`config.mk`:
```
export PLATFORM = sky130hd
export DESIGN_NAME = byte_packer_wr
export DESIGN_NICKNAME = d
export VERILOG_FILES = /design/src/rtl/byte_packer_wr.sv
export SDC_FILE = /design/constraint.sdc
export NUM_CORES = 1
export LEC_CHECK = 0
export BUFFER_PORTS_ARGS = -buffer_cell sky130_fd_sc_hd__buf_4
export CORE_MARGIN = 8
export CORE_UTILIZATION = 45
export CTS_BUF_LIST = sky130_fd_sc_hd__clkbuf_2 sky130_fd_sc_hd__clkbuf_4 sky130_fd_sc_hd__clkbuf_8
export CTS_CLUSTER_SIZE = 28
export DETAILED_ROUTE_END_ITERATION = 12
export PLACE_DENSITY = 0.79
export SETUP_SLACK_MARGIN = 0.2
export SYNTH_ARGS = -nofsm -noshare
export SYNTH_HDL_FRONTEND = slang
export SYNTH_SLANG_ARGS = --single-unit
```
`constraint.sdc`:
```
create_clock -name clk -period 3.1 [get_ports clk]
set_input_delay 0.31 -clock clk [delete_from_list [all_inputs] [get_ports clk]]
set_output_delay 0.31 -clock clk [all_outputs]
set_load 0.05 [all_outputs]
```
`src/rtl/byte_packer_wr.sv`:
```
// ---------------------------------------------------------------------------
// byte_packer_wr
//
// Packs a stream of byte writes into 32-bit word writes with per-lane byte
// enables. Bytes that land in the same word are merged in a one-word buffer.
// The buffered word is issued when all four lanes are filled, when a byte
// for a different word arrives, or on flush.
//
// Optional feature: define BYTE_PACKER_TIMEOUT_EN to auto-flush a partial
// word after TIMEOUT_CYCLES idle cycles in FILL.
//
// Ports:
//   clk, rst_n       - clock (rising edge), asynchronous active-low reset
//   byte_wr_valid    - byte write request
//   byte_wr_ready    - byte accepted when valid && ready (combinational)
//   byte_addr_in     - byte address
//   byte_data_in     - byte data
//   flush            - force out any partial word
//   word_wr_valid    - word write pending (registered)
//   word_wr_ready    - memory accepts the word write
//   word_addr_out    - word address (byte_addr[W-1:2])
//   word_data_out    - packed word, unwritten lanes read as 0
//   word_be_out      - lane enables, bit k covers data[8k+7:8k]
//   busy             - state is not IDLE
// ---------------------------------------------------------------------------
module byte_packer_wr #(
    parameter int BYTE_ADDR_WIDTH = 6,
    parameter int TIMEOUT_CYCLES  = 8
) (
    input  logic                       clk,
    input  logic                       rst_n,
    input  logic                       byte_wr_valid,
    output logic                       byte_wr_ready,
    input  logic [BYTE_ADDR_WIDTH-1:0] byte_addr_in,
    input  logic [7:0]                 byte_data_in,
    input  logic                       flush,
    output logic                       word_wr_valid,
    input  logic                       word_wr_ready,
    output logic [BYTE_ADDR_WIDTH-3:0] word_addr_out,
    output logic [31:0]                word_data_out,
    output logic [3:0]                 word_be_out,
    output logic                       busy
);

    localparam int WAW = BYTE_ADDR_WIDTH - 2;

    if (TIMEOUT_CYCLES < 1 || TIMEOUT_CYCLES > 255) begin : g_bad_timeout
        $error("byte_packer_wr: TIMEOUT_CYCLES must be in 1..255");
    end
    if (BYTE_ADDR_WIDTH < 3) begin : g_bad_width
        $error("byte_packer_wr: BYTE_ADDR_WIDTH must be at least 3");
    end

    typedef enum logic [1:0] {
        IDLE  = 2'd0,
        FILL  = 2'd1,
        WRITE = 2'd2
    } state_e;

    state_e          state_q, state_d;
    logic [WAW-1:0]  addr_q, addr_d;
    logic [31:0]     data_q, data_d;
    logic [3:0]      be_q, be_d;
    logic            valid_q, valid_d;

    logic [WAW-1:0]  in_waddr;
    logic [1:0]      in_lane;
    logic            same_word;
    logic            accept;
    logic [3:0]      lane_be;
    logic [3:0]      be_merged;
    logic [31:0]     ins_base;
    logic [31:0]     data_merged;
    logic            tmo_hit;

    assign in_waddr  = byte_addr_in[BYTE_ADDR_WIDTH-1:2];
    assign in_lane   = byte_addr_in[1:0];
    assign same_word = (in_waddr == addr_q);
    assign accept    = byte_wr_valid && byte_wr_ready;
    assign lane_be   = 4'b0001 << in_lane;
    assign be_merged = be_q | lane_be;

    // A fresh word starts from zero so unwritten lanes always read as 0.
    assign ins_base  = (state_q == IDLE) ? 32'd0 : data_q;

    always_comb begin
        data_merged = ins_base;
        case (in_lane)
            2'd0:    data_merged[7:0]   = byte_data_in;
            2'd1:    data_merged[15:8]  = byte_data_in;
            2'd2:    data_merged[23:16] = byte_data_in;
            default: data_merged[31:24] = byte_data_in;
        endcase
    end

`ifdef BYTE_PACKER_TIMEOUT_EN
    localparam logic [7:0] TMO_LAST = 8'(TIMEOUT_CYCLES - 1);

    logic [7:0] tmo_cnt_q, tmo_cnt_d;

    // Counter holds the number of idle FILL cycles already seen; the cycle
    // in which it equals TIMEOUT_CYCLES-1 is the last tolerated idle cycle.
    assign tmo_hit = (state_q == FILL) && !accept && (tmo_cnt_q == TMO_LAST);

    always_comb begin
        tmo_cnt_d = 8'd0;
        if (state_d == FILL && state_q == FILL && !accept)
            tmo_cnt_d = tmo_cnt_q + 8'd1;
    end

    always_ff @(posedge clk or negedge rst_n) begin
        if (!rst_n) tmo_cnt_q <= 8'd0;
        else        tmo_cnt_q <= tmo_cnt_d;
    end
`else
    assign tmo_hit = 1'b0;
`endif

    // State register and buffer/output registers.
    always_ff @(posedge clk or negedge rst_n) begin
        if (!rst_n) begin
            state_q <= IDLE;
            addr_q  <= '0;
            data_q  <= 32'd0;
            be_q    <= 4'd0;
            valid_q <= 1'b0;
        end else begin
            state_q <= state_d;
            addr_q  <= addr_d;
            data_q  <= data_d;
            be_q    <= be_d;
            valid_q <= valid_d;
        end
    end

    // Next-state logic.
    always_comb begin
        state_d = state_q;
        case (state_q)
            IDLE: begin
                if (accept) state_d = flush ? WRITE : FILL;
            end
            FILL: begin
                if (accept) begin
                    if (be_merged == 4'b1111 || flush) state_d = WRITE;
                end else if (byte_wr_valid) begin
                    // Byte for another word: push out the current buffer;
                    // the byte is taken from IDLE afterwards.
                    state_d = WRITE;
                end else if (flush || tmo_hit) begin
                    state_d = WRITE;
                end
            end
            WRITE: begin
                if (word_wr_ready) state_d = IDLE;
            end
            default: state_d = IDLE;
        endcase
    end

    // Output and datapath logic.
    always_comb begin
        byte_wr_ready = 1'b0;
        addr_d        = addr_q;
        data_d        = data_q;
        be_d          = be_q;
        case (state_q)
            IDLE: begin
                byte_wr_ready = 1'b1;
                if (accept) begin
                    addr_d = in_waddr;
                    data_d = data_merged;
                    be_d   = lane_be;
                end
            end
            FILL: begin
                byte_wr_ready = !(byte_wr_valid && !same_word);
                if (accept) begin
                    data_d = data_merged;
                    be_d   = be_merged;
                end
            end
            WRITE: begin
                if (word_wr_ready) begin
                    data_d = 32'd0;
                    be_d   = 4'd0;
                end
            end
            default: ;
        endcase
        valid_d = (state_d == WRITE);
    end

    assign word_wr_valid = valid_q;
    assign word_addr_out = addr_q;
    assign word_data_out = data_q;
    assign word_be_out   = be_q;
    assign busy          = (state_q != IDLE);

endmodule

```
After elaboration in Yosys (flattened, before gate mapping)
Cells that the tools add are included.
{"block": "totals", "ff_bits": 43, "inputBits": 19, "out_inout_bits": 43}
{"block": "op_classes", "n_eq_ne": 15, "n_shift": 1, "reduce_logical": 18, "bitwise_logic": 1, "n_mux": 21}
{"op": "32-bit 2-to-1 mux", "n": 3}
{"op": "32-bit one-hot mux with 2 select lines", "n": 1}
{"op": "8-bit 2-to-1 mux", "n": 4}
{"op": "4-bit AND reduction", "n": 5}
{"op": "2-bit 2-to-1 mux", "n": 7}
{"op": "4-bit 2-to-1 mux", "n": 3}
{"op": "4-bit one-hot mux with 3 select lines", "n": 1}
{"op": "3-bit by 1-bit inequality test with 1-bit output (second input constant)", "n": 3}
{"op": "2-bit equality test (second input constant)", "n": 3}
{"op": "2-bit inequality test (second input constant)", "n": 3}
{"op": "2-bit one-hot mux with 3 select lines", "n": 1}
{"op": "2-bit by 1-bit equality test with 1-bit output (second input constant)", "n": 2}
{"op": "4-bit equality test", "n": 1}
{"op": "4-bit equality test (second input constant)", "n": 1}
{"op": "2-bit zero test", "n": 2}
{"op": "4-bit bitwise OR", "n": 1}
{"op": "2-bit nonzero test", "n": 2}
{"op": "1-bit by 2-bit left shift with 4-bit output (first input constant)", "n": 1}
{"op": "3-bit by 2-bit inequality test with 1-bit output (second input constant)", "n": 1}
{"op": "3-bit nonzero test", "n": 1}
{"op": "3-bit OR reduction", "n": 1}
{"op": "1-bit logical AND", "n": 2}
{"op": "1-bit zero test", "n": 2}
{"op": "2-bit by 1-bit inequality test with 1-bit output (second input constant)", "n": 1}
{"op": "4 further kinds", "n": 4}

Logic depth before layout (Yosys ltp)
{"block": "depth", "word_depth": 9, "mapped_depth": 8, "ltp_nobuf": 7}

Least setup slack after synthesis
OpenSTA, ideal clock, no wires.
{"block": "synth_path", "path_kind": "flip-flop to flip-flop", "from": "register state_q[1]", "to": "register data_q[24], in the netlist word_data_out[24]", "path_buffers": 1, "setup_ns": 0.125, "setup_slack_ns": 0.813, "arrival_ns": 2.162, "path_stages_with_launch": 9, "t_required_ns": 2.975, "synth_period_minus_slack_ns": 2.287, "path_cell_list": "dfrtp_1 -> inv_1 -> ha_1 -> inv_1 -> nand2_1 -> a21oi_1 -> or4_1 -> buf_4 -> mux2_4"}
{"block": "synth_between", "elab_chain_cells": 5}
{"element": "from (decl)", "line_no": "60", "source": "state_e state_q, state_d;"}
{"element": "from (signal assigned)", "line_no": "128", "source": "state_q <= state_d;"}
{"element": "2-bit by 1-bit equality test with 1-bit output / 2-bit zero test (equally long branches)", "line_no": "167, 84"}
{"element": "1-bit one-hot mux with 2 select lines", "line_no": "167", "source": "case (state_q)"}
{"element": "1-bit logical AND", "line_no": "79", "source": "assign accept = byte_wr_valid && byte_wr_ready;"}
{"element": "2-bit by 1-bit inequality test with 1-bit output (no source line)"}
{"element": "4-bit AND reduction (no source line)"}
{"element": "to (signal assigned)", "line_no": "130", "source": "data_q <= data_d;"}
{"element": "to (decl)", "line_no": "62", "source": "logic [31:0] data_q, data_d;"}
Parallel ways exist; a longest one is shown, timed or not.
A chain may end at the register's enable or synchronous reset.

Worst setup path after layout
{"block": "layout_path", "from": "register state_q[0]", "to": "register data_q[29], in the netlist word_data_out[29]"}
The elaborated chain is that of the path after synthesis.

==> flow_summary.ini <==
[layout]
syn2layout_area_growth_pct = 27.7
diodes = 0
design_area_mm2 = 0.00265
fillers = 376
finalNetCount = 261
drive_above_1_share = 0.356

[clock_network]
ctsHtreeMaxLevel = 2
insertion_delay_ps = 290
cts_tree = done
cts_setup_buffers = 0
cts_made_buffers = 5
cts_buffer_depth = 2
root_buffer = clkbuf_8
ctsResizeCount = 0
path_clk_slew_ps = 80
cts_hold_repair.buffers = 0
cts_sinks = 43

[routing]
drtIter0Drc = 78
vias = 1648
dr.pass1.iters = 4
wl_per_cell_um = 17.7
via_per_inst = 5.66
wirelength_um = 5150
ant_nets = 0
drc = 0

[synth]
synthTopCellsByArea = dfrtp_1 52%, a22o_1 10%, mux2_4 5.1%
ys_seq_area_frac = 0.519
avgSynthCellArea_um2 = 11.7
synth_fp_nets = 201
synth-seq-cells = 43
syn_inst = 178
synth_ff_type = dfrtp_1
yosys-top-cells-count = 43 x dfrtp_1, 24 x a22o_1, 14 x nor2b_1, 11 x a21oi_1
yosysWarnings = 0
synth_edf_count = 0
async_reset_ff_frac = 1.00
post-synth-top-count-cell = dfrtp_1
synth_cell_types = 35
synth_largest_area_cell = dfrtp_1
synth_area_mm2 = 0.00207
yosys.area.top_type_share = 0.519

[floorplanning]
start_util = 0.473
fp.dieW_um = 83.9
row_count = 24
num_io_pins = 62
core-area_mm2 = 0.00438
dieArea_mm2 = 0.00704
fp.dieH_um = 83.9

[sta]
fin_crit_ps = 2400
fin_crit_sh = 0.775
setup_tns_ps = 0
worst_slew_pin_slew_ps = 632
rsz0062_at_grt = false
drv_slew = 0
hold_viol = 21
slew-limit-headroom = 0.578
fmax_mhz = 416
setup_ws_ps = 696
finClkSkew_ps = 6.83
setup_viol = 0
fin_hold_ws_ps = -5.43

[global_route]
top_usage_layer = met2
grt_pass1_wl_um = 8670
globalRouteMet3Util = 0.0361
grtUsageMet2 = 0.239
antenna_found_initial = 0
grt_max_degree = 44
grt_pass1_vias = 1717
grtUsageTotal = 0.150
grt-ovfl-total = 0
grt_use_met1 = 0.187

[hold_path]
hp-class = in -> async

[placed_design]
place_ws_ps = 723
dpl_cell_area_mm2 = 0.00256
hpwl_um = 3870
gp_congestion = 0.961
io_buffers = 61

[run]
drv_cap = 0

[critical_path]
required_ps = 3280
arrival_ps = 2590
crit_chain = inv_1 -> ha_1 -> nor2b_1 -> or4_1 -> mux2_4
rr_startpoint = state_q[0]
rr_worst_depth = 5
path_class = reg -> reg
reg2reg_to = word_data_out[29]
r2r_slack_ps = 700
path_max_fanout = 10
setup.worst_path.end_class = flip-flop
start_kind = flip-flop
endpoint = word_data_out[29]
timing.critical_path.slowest_cell_delay_ps = 780
startpoint = state_q[0]
crit_slowest_cell = or4_1

[run_status]
outcome = finished with violations
violations = hold timing
## worst min-delay path by stage
stage	startpoint	to	slack [ps]	cells after the start
2_1_floorplan	rst_n	state_q[0]	10	0
3_3_place_gp	rst_n	word_addr_out[1]	330	1
3_5_place_dp	rst_n	word_addr_out[1]	330	1
4_1_cts	rst_n	word_data_out[13]	1	1
5_1_grt	rst_n	word_data_out[8]	30	1
6_report	rst_n	word_data_out[0]	-5	1
## worst max-delay path, delay by kind of cell, from the launching register on
family	cells	cell delay (ps)
muxes	1	380
adders and majority gates	1	340
and+or+nand+nor	2	1040
buffers and inverters	1	100
DFF	1	440
## layer usage
metal,wire length [µm],share of wire
met3,295,0.057
met4,87,0.017
met1,2230,0.43
met2,2540,0.49
met5,0,0
## cell type report
cell class / instances / area [µm²] / share of cell area
inverters: 5 / 18.8 / 0.00709
multi-input cells: 122 / 942 / 0.356
clock inverters: 2 / 12.5 / 0.00472
clock buffers: 6 / 76.3 / 0.0288
well taps: 52 / 65.1 / 0.0246
flip-flops and latches: 43 / 1080 / 0.406
repair buffers: 61 / 458 / 0.173
## sequential cells by signal (all words and copies together) (netlist names)
signal / cells
word_addr_out: 4
word_data_out: 32
word_wr_valid: 1
state_q: 2
word_be_out: 4
## kinds of logic (layout without fill, tap and decap cells)
group	after synthesis	in the layout	share of synthesized area
simple gates	46	46	0.134
buf+inv	13	74	0.0271
fa+ha+maj	4	4	0.0241
xor+xnor	4	4	0.0169
compound gates	55	55	0.197
mux	13	13	0.0820
flops	43	43	0.519
## placed cells by master (no fill, tap or decap), drive strengths merged
cell type  instances
nor2b             14
a22oi              1
a21o               1
a22o              24
clkinvlp           1
or3                4
a31o               1
xor2               4
nor4               1
mux2i              2
and2               8
ha                 4
o21ai              8
nand2              7
dfrtp             43
nor3               1
clkinv             1
buf               61
nor2               6
nand4              1
o21a               1
or4                1
o211a              1
mux2              11
a21boi             1
clkbuf             6
nand2b             2
o21ba              1
a21oi             11
inv                5
nand4b             1
a41oi              2
a31oi              2
o211ai             1
## metrics by stage
step                std cells  hold slack, ps  utilization
CTS                       291           0.956        0.604
global route              291            30.6        0.604
finish                    291           -5.43        0.604
floorplan                 178            14.4            -
detailed placement        283             329        0.584
global placement          283             328        0.584
Power is not shown: default switching activity piles up to over one toggle a cycle in this logic, so the estimate is an artifact.
